`config.mk`:
```
export PLATFORM = sky130hd
export DESIGN_NAME = atm_account_arbiter
export DESIGN_NICKNAME = d
export VERILOG_FILES = /design/src/rtl/atm_pkg.sv /design/src/rtl/atm_account_arbiter_rr.sv /design/src/rtl/atm_account_arbiter.sv
export SDC_FILE = /design/constraint.sdc
export NUM_CORES = 1
export LEC_CHECK = 0
export ABC_AREA = 1
export CORE_UTILIZATION = 54
export DETAILED_ROUTE_END_ITERATION = 8
export GPL_ROUTABILITY_DRIVEN = 0
export PLACE_DENSITY_LB_ADDON = 0.08
export SLEW_MARGIN = 30
export SYNTH_ARGS = -nofsm -noshare
export SYNTH_HDL_FRONTEND = slang
export SYNTH_SLANG_ARGS = --single-unit
```
`constraint.sdc`:
```
create_clock -name clk -period 3.5 [get_ports clk]
set_input_delay 0.35 -clock clk [delete_from_list [all_inputs] [get_ports clk]]
set_output_delay 0.35 -clock clk [all_outputs]
set_load 0.005 [all_outputs]
```
`src/rtl/atm_pkg.sv`:
```
// Shared encodings for the ATM account arbiter: operation codes, response
// causes and the transaction FSM states.
package atm_pkg;

    localparam logic [1:0] OP_INQ = 2'b00;
    localparam logic [1:0] OP_WD  = 2'b01;
    localparam logic [1:0] OP_DEP = 2'b10;
    localparam logic [1:0] OP_ILL = 2'b11;

    localparam logic [1:0] CAUSE_OK    = 2'b00;
    localparam logic [1:0] CAUSE_FUNDS = 2'b01;
    localparam logic [1:0] CAUSE_OVF   = 2'b10;
    localparam logic [1:0] CAUSE_LIMIT = 2'b11;

    typedef enum logic [1:0] {
        ST_IDLE = 2'b00,
        ST_EXEC = 2'b01,
        ST_RESP = 2'b10
    } state_t;

endpackage

```
`src/rtl/atm_account_arbiter_rr.sv`:
```
// Combinational round-robin picker: first set request at or after the pointer,
// wrapping from N-1 back to 0. Returns a one-hot grant and its index.
module rr_arbiter #(
    parameter int N  = 4,
    parameter int IW = 2
) (
    input  logic [N-1:0]  req,
    input  logic [IW-1:0] ptr,
    output logic [N-1:0]  gnt,
    output logic [IW-1:0] idx,
    output logic          any
);

    logic [IW-1:0] pos_s;

    // Scan all requesters starting at the pointer; the first hit wins.
    always_comb begin
        gnt   = '0;
        idx   = '0;
        any   = 1'b0;
        pos_s = '0;
        for (int i = 0; i < N; i++) begin
            pos_s = IW'((int'(ptr) + i) % N);
            if (!any && req[pos_s]) begin
                any        = 1'b1;
                gnt[pos_s] = 1'b1;
                idx        = pos_s;
            end else begin
                any = any;
            end
        end
    end

endmodule

```
`src/rtl/atm_account_arbiter.sv`:
```
// Shared-balance owner: round-robin arbitration, one atomic read-modify-write per
// 3 cycles. Optional per-requester withdrawal limit enabled by `define ATM_WD_LIMIT_EN.
module atm_account_arbiter
    import atm_pkg::*;
#(
    parameter int NUM_REQ      = 4,
    parameter int AW           = 16,
    parameter int INIT_BALANCE = 1000,
    parameter int WD_LIMIT     = 500
) (
    input  logic                  clk,
    input  logic                  reset_n,
    input  logic [NUM_REQ-1:0]    req_valid,
    input  logic [2*NUM_REQ-1:0]  req_op,
    input  logic [AW*NUM_REQ-1:0] req_amount,
    input  logic                  day_clear,
    output logic [NUM_REQ-1:0]    grant,
    output logic [NUM_REQ-1:0]    rsp_valid,
    output logic                  rsp_ok,
    output logic [1:0]            rsp_cause,
    output logic [AW-1:0]         rsp_balance,
    output logic                  busy,
    output logic [1:0]            state_ind
);

    localparam int IW = (NUM_REQ > 1) ? $clog2(NUM_REQ) : 1;

    state_t               state_q;
    logic [IW-1:0]        ptr_q, win_q;
    logic [NUM_REQ-1:0]   grant_q, rsp_valid_q;
    logic [1:0]           op_q, rsp_cause_q;
    logic [AW-1:0]        amt_q, bal_q, rsp_bal_q;
    logic                 rsp_ok_q, busy_q;

    logic [NUM_REQ-1:0]   arb_gnt_s;
    logic [IW-1:0]        arb_idx_s;
    logic                 arb_any_s;
    logic [1:0]           op_arr_s  [NUM_REQ];
    logic [AW-1:0]        amt_arr_s [NUM_REQ];
    logic [AW:0]          sum_s;
    logic                 lim_hit_s;
    logic                 ok_d;
    logic [1:0]           cause_d;
    logic [AW-1:0]        bal_d;

    for (genvar g = 0; g < NUM_REQ; g++) begin : g_unpack
        assign op_arr_s[g]  = req_op[2*g +: 2];
        assign amt_arr_s[g] = req_amount[AW*g +: AW];
    end

    rr_arbiter #(.N(NUM_REQ), .IW(IW)) u_rr (
        .req (req_valid),
        .ptr (ptr_q),
        .gnt (arb_gnt_s),
        .idx (arb_idx_s),
        .any (arb_any_s)
    );

`ifdef ATM_WD_LIMIT_EN
    localparam logic [AW:0] LIMIT_W = (AW+1)'(WD_LIMIT);
    logic [AW-1:0] acc_q [NUM_REQ];

    assign lim_hit_s = ({1'b0, acc_q[win_q]} + {1'b0, amt_q}) > LIMIT_W;

    // Withdrawal accumulators: day_clear wipes them, an accepted withdraw lands on top.
    always_ff @(posedge clk) begin
        if (!reset_n) begin
            for (int i = 0; i < NUM_REQ; i++) acc_q[i] <= '0;
        end else begin
            for (int i = 0; i < NUM_REQ; i++) begin
                if (day_clear) acc_q[i] <= '0;
                else           acc_q[i] <= acc_q[i];
            end
            if (state_q == ST_EXEC && op_q == OP_WD && ok_d)
                acc_q[win_q] <= (day_clear ? '0 : acc_q[win_q]) + amt_q;
            else
                acc_q[win_q] <= day_clear ? '0 : acc_q[win_q];
        end
    end
`else
    logic [AW+1:0] cfg_unused_s;
    assign cfg_unused_s = {day_clear, (AW+1)'(WD_LIMIT)};
    assign lim_hit_s    = 1'b0;
`endif

    // Outcome of the latched transaction against the current balance.
    always_comb begin
        sum_s   = {1'b0, bal_q} + {1'b0, amt_q};
        ok_d    = 1'b1;
        cause_d = CAUSE_OK;
        bal_d   = bal_q;
        case (op_q)
            OP_INQ: ok_d = 1'b1;
            OP_WD: begin
                if (lim_hit_s) begin
                    ok_d    = 1'b0;
                    cause_d = CAUSE_LIMIT;
                end else if (amt_q <= bal_q) begin
                    bal_d = bal_q - amt_q;
                end else begin
                    ok_d    = 1'b0;
                    cause_d = CAUSE_FUNDS;
                end
            end
            OP_DEP: begin
                if (sum_s[AW]) begin
                    ok_d    = 1'b0;
                    cause_d = CAUSE_OVF;
                end else begin
                    bal_d = sum_s[AW-1:0];
                end
            end
            default: begin
                ok_d    = 1'b0;
                cause_d = CAUSE_OVF;
            end
        endcase
    end

    // Transaction FSM with its datapath and registered response outputs.
    always_ff @(posedge clk) begin
        if (!reset_n) begin
            state_q     <= ST_IDLE;
            ptr_q       <= '0;
            win_q       <= '0;
            grant_q     <= '0;
            op_q        <= OP_INQ;
            amt_q       <= '0;
            bal_q       <= AW'(INIT_BALANCE);
            rsp_valid_q <= '0;
            rsp_ok_q    <= 1'b0;
            rsp_cause_q <= CAUSE_OK;
            rsp_bal_q   <= '0;
            busy_q      <= 1'b0;
        end else begin
            case (state_q)
                ST_IDLE: begin
                    if (arb_any_s) begin
                        win_q   <= arb_idx_s;
                        grant_q <= arb_gnt_s;
                        op_q    <= op_arr_s[arb_idx_s];
                        amt_q   <= amt_arr_s[arb_idx_s];
                        busy_q  <= 1'b1;
                        state_q <= ST_EXEC;
                    end else begin
                        state_q <= ST_IDLE;
                    end
                end
                ST_EXEC: begin
                    bal_q       <= bal_d;
                    rsp_valid_q <= grant_q;
                    rsp_ok_q    <= ok_d;
                    rsp_cause_q <= cause_d;
                    rsp_bal_q   <= bal_d;
                    state_q     <= ST_RESP;
                end
                ST_RESP: begin
                    rsp_valid_q <= '0;
                    grant_q     <= '0;
                    ptr_q       <= (win_q == IW'(NUM_REQ - 1)) ? '0 : win_q + 1'b1;
                    busy_q      <= 1'b0;
                    state_q     <= ST_IDLE;
                end
                default: begin
                    rsp_valid_q <= '0;
                    grant_q     <= '0;
                    busy_q      <= 1'b0;
                    state_q     <= ST_IDLE;
                end
            endcase
        end
    end

    assign grant       = grant_q;
    assign rsp_valid   = rsp_valid_q;
    assign rsp_ok      = rsp_ok_q;
    assign rsp_cause   = rsp_cause_q;
    assign rsp_balance = rsp_bal_q;
    assign busy        = busy_q;
    assign state_ind   = state_q;

endmodule

```
==> metrics.yaml <==
cts-root-buf: "clkbuf_8"
yosysSeqAreaShare: 0.209
ant_nets: 0
syn-num-nets: 1046
cts_num_sinks: 58
outcome: "complete, no violations"
overflow: 0
die_w_um: 104
crit_path_cell_trace: "inv_1 -> ha_1 -> fa_1 -> inv_1 -> nand2_1 -> nand2_1 -> nand3_1 -> nand3_1 -> nand2_1 -> nand2_1 -> nand2_1 -> o21ai_0 -> nand2_1 -> nand3_1 -> nand2_1 -> inv_1"
async_reset_ff_frac: 0
setup_viol: 0
power.total_mw: 3.86
die_area_um2: 10700
worstPathMaxFanout: 10
hp-class: "flip-flop to flip-flop"
path_buf_inv: 3
synth_edf_count: 0
path_delay_family: "simple AND/OR/NAND/NOR gates"
coreArea_um2: 9860
portBuffers: 107
synth_seq_cells: 58
clockBufferDepth: 2
dp_cells: 1125
cts_hold_buffers: 0
critPathArrivalTime_ns: 3.10
p_leak_nw: 3.36
synth.largest_area_cell: "dfxtp_1"
ys_types: 40
dr.pass1.iters: 6
start_util: 0.564
area_growth_pct: 21.2
worst_slack_ns: 0.693
place_ws_ns: 0.765
cts_resized: 0
hold_viol: 0
cts_setup_buffers: 0
power_density_nw_per_um2: 573
antenna_cells: 0
grt_max_degree: 46
grt_usage: 0.295
final_util: 0.684
drt-vias-per-instance: 5.27
die_h_um: 104
period_share: 0.802
crit_slowest_cell: "o21ai_0"
core.rowCount: 36
grt_pass1_wl_mm: 25.9
synth_most_common_cell: "nand2_1"
path_class: "flip-flop to flip-flop"
fin_cells: 1137
ys_warn_count: 0
tritoncts: "yes"
drive_gt1_frac: 0.0558
period_needed_ns: 2.81
cp-start-kind: "flip-flop"
syn_area_um2: 5560
routed_wl_mm: 15.3
fmax_mhz: 356
cp_slowest_stage_delay_ns: 0.41
drv_cap: 0
slew_violations: 0
path_clk_slew_ns: 0.06
synth_flop_cell: "dfxtp_1"
numCtsBuffers: 9
antenna_found_initial: 0
clkLatencyLatePin_ns: 0.34
grt_setup_unrepaired: "false"
final_nets: 1129
ios: 109
vias: 5996
synth_area_leaders: "dfxtp_1 21%, nand2_1 18%, ha_1 10%"
setup.worst_path.end_class: "flip-flop"
skew_ns: 0.00874
synth_common_cells: "262 x nand2_1, 121 x inv_1, 100 x nand3_1"
synthesis.instances: 920
setup_tns_ns: 0
grt_pass1_vias: 5466
critical_path_required_ns: 3.79
cp_common_cell: "nand2_1"
wl_per_cell_um: 13.4
htree_levels: 3
slew_headroom: 0.628
drt_iter0_markers: 415
drc_errors: 0
synth.top_cell.area_share: 0.209
ir_worst_vdd_uv: 217
fillers: 914
worstMarginPinSlew_ns: 0.557
syn_area_per_cell_um2: 6.05
place_hpwl_mm: 12.1
[stage by stage]
step,instance area (um^2),hold WS [ns]
after floorplan,5560,0.443
after global placement,6580,0.454
after detailed placement,6580,0.452
after CTS,6740,0.463
after global routing,6740,0.487
final,6740,0.460
[layout make-up]
| class | instances | area, um^2 | share of cell area |
|---|---|---|---|
| tap | 133 | 166 | 0.0247 |
| inverter | 130 | 488 | 0.0724 |
| clock buffer | 12 | 165 | 0.0245 |
| multi-input combinational | 690 | 3640 | 0.540 |
| sequential | 58 | 1160 | 0.172 |
| timing repair buffer | 114 | 1120 | 0.167 |
[cells by family (layout without fill, tap and decap cells)]
group,count (synthesis),count (layout),synth area share
flip-flops,58,58,0.209
AO/OA/AOI/OAI,130,130,0.128
XOR/XNOR,14,14,0.0220
adder cells (fa/ha/maj),47,47,0.108
AND/OR/NAND/NOR,499,499,0.396
buffers and inverters,172,256,0.137
[worst paths after layout]
| kind | from | end | slack [ns] | depth (start not counted) |
|---|---|---|---|---|
| worst max register to register | flip-flop | rsp_balance[3] | 0.69 | 16 |
| worst max-delay path | flip-flop | rsp_balance[3] | 0.69 | 16 |
| worst min register to register | busy | busy | 0.46 | 2 |
| worst min-delay path | busy | busy | 0.46 | 2 |
[routing by layer]
layer	up-vias	routed length, um	GRT usage
met1	2656	6930	0.395
met2	219	6660	0.456
li1	3090	-	-
met5	-	0	0
met4	0	478	0.121
met3	31	1200	0.0673
[tightest hold or removal path: stages, from the launching register on]
cell	delay [ns]
dfxtp_1	0.31
nand2_1	0.06
nand2_1	0.04
[where the power goes]
part / switching (mW) / internal, mW
sequential: 0.116 / 0.793
clock: 0.243 / 0.299
combinational: 1.54 / 0.868
[cell usage in the layout (no fill, tap or decap)]
cell | Yosys | layout
nand3_2 | 3 | 3
o21a_1 | 1 | 1
fa_1 | 2 | 2
o22ai_1 | 5 | 5
nand3_1 | 100 | 100
o21ai_0 | 37 | 37
nand4_1 | 7 | 7
clkbuf_8 | 0 | 12
nor2_1 | 83 | 83
nor2_4 | 2 | 2
buf_4 | 10 | 7
nor3_1 | 4 | 4
a31oi_1 | 1 | 1
ha_1 | 45 | 45
nand2_1 | 262 | 262
dfxtp_1 | 58 | 58
a21oi_1 | 65 | 65
or2_1 | 1 | 1
inv_1 | 121 | 120
a22oi_1 | 4 | 4
nor3b_1 | 7 | 7
o211ai_1 | 2 | 2
o21ai_1 | 3 | 3
and2_1 | 1 | 1
inv_2 | 9 | 10
nand2_4 | 3 | 3
a21boi_0 | 1 | 1
xnor2_1 | 2 | 2
o21bai_1 | 5 | 5
xor2_1 | 12 | 12
o2111ai_1 | 3 | 3
nand4_4 | 1 | 1
nor2_2 | 5 | 5
or2_2 | 2 | 2
o21ai_2 | 3 | 3
nand3b_1 | 10 | 10
clkdlybuf4s50_1 | 0 | 107
nand2_2 | 8 | 8
(Power assumes the default switching activity.)
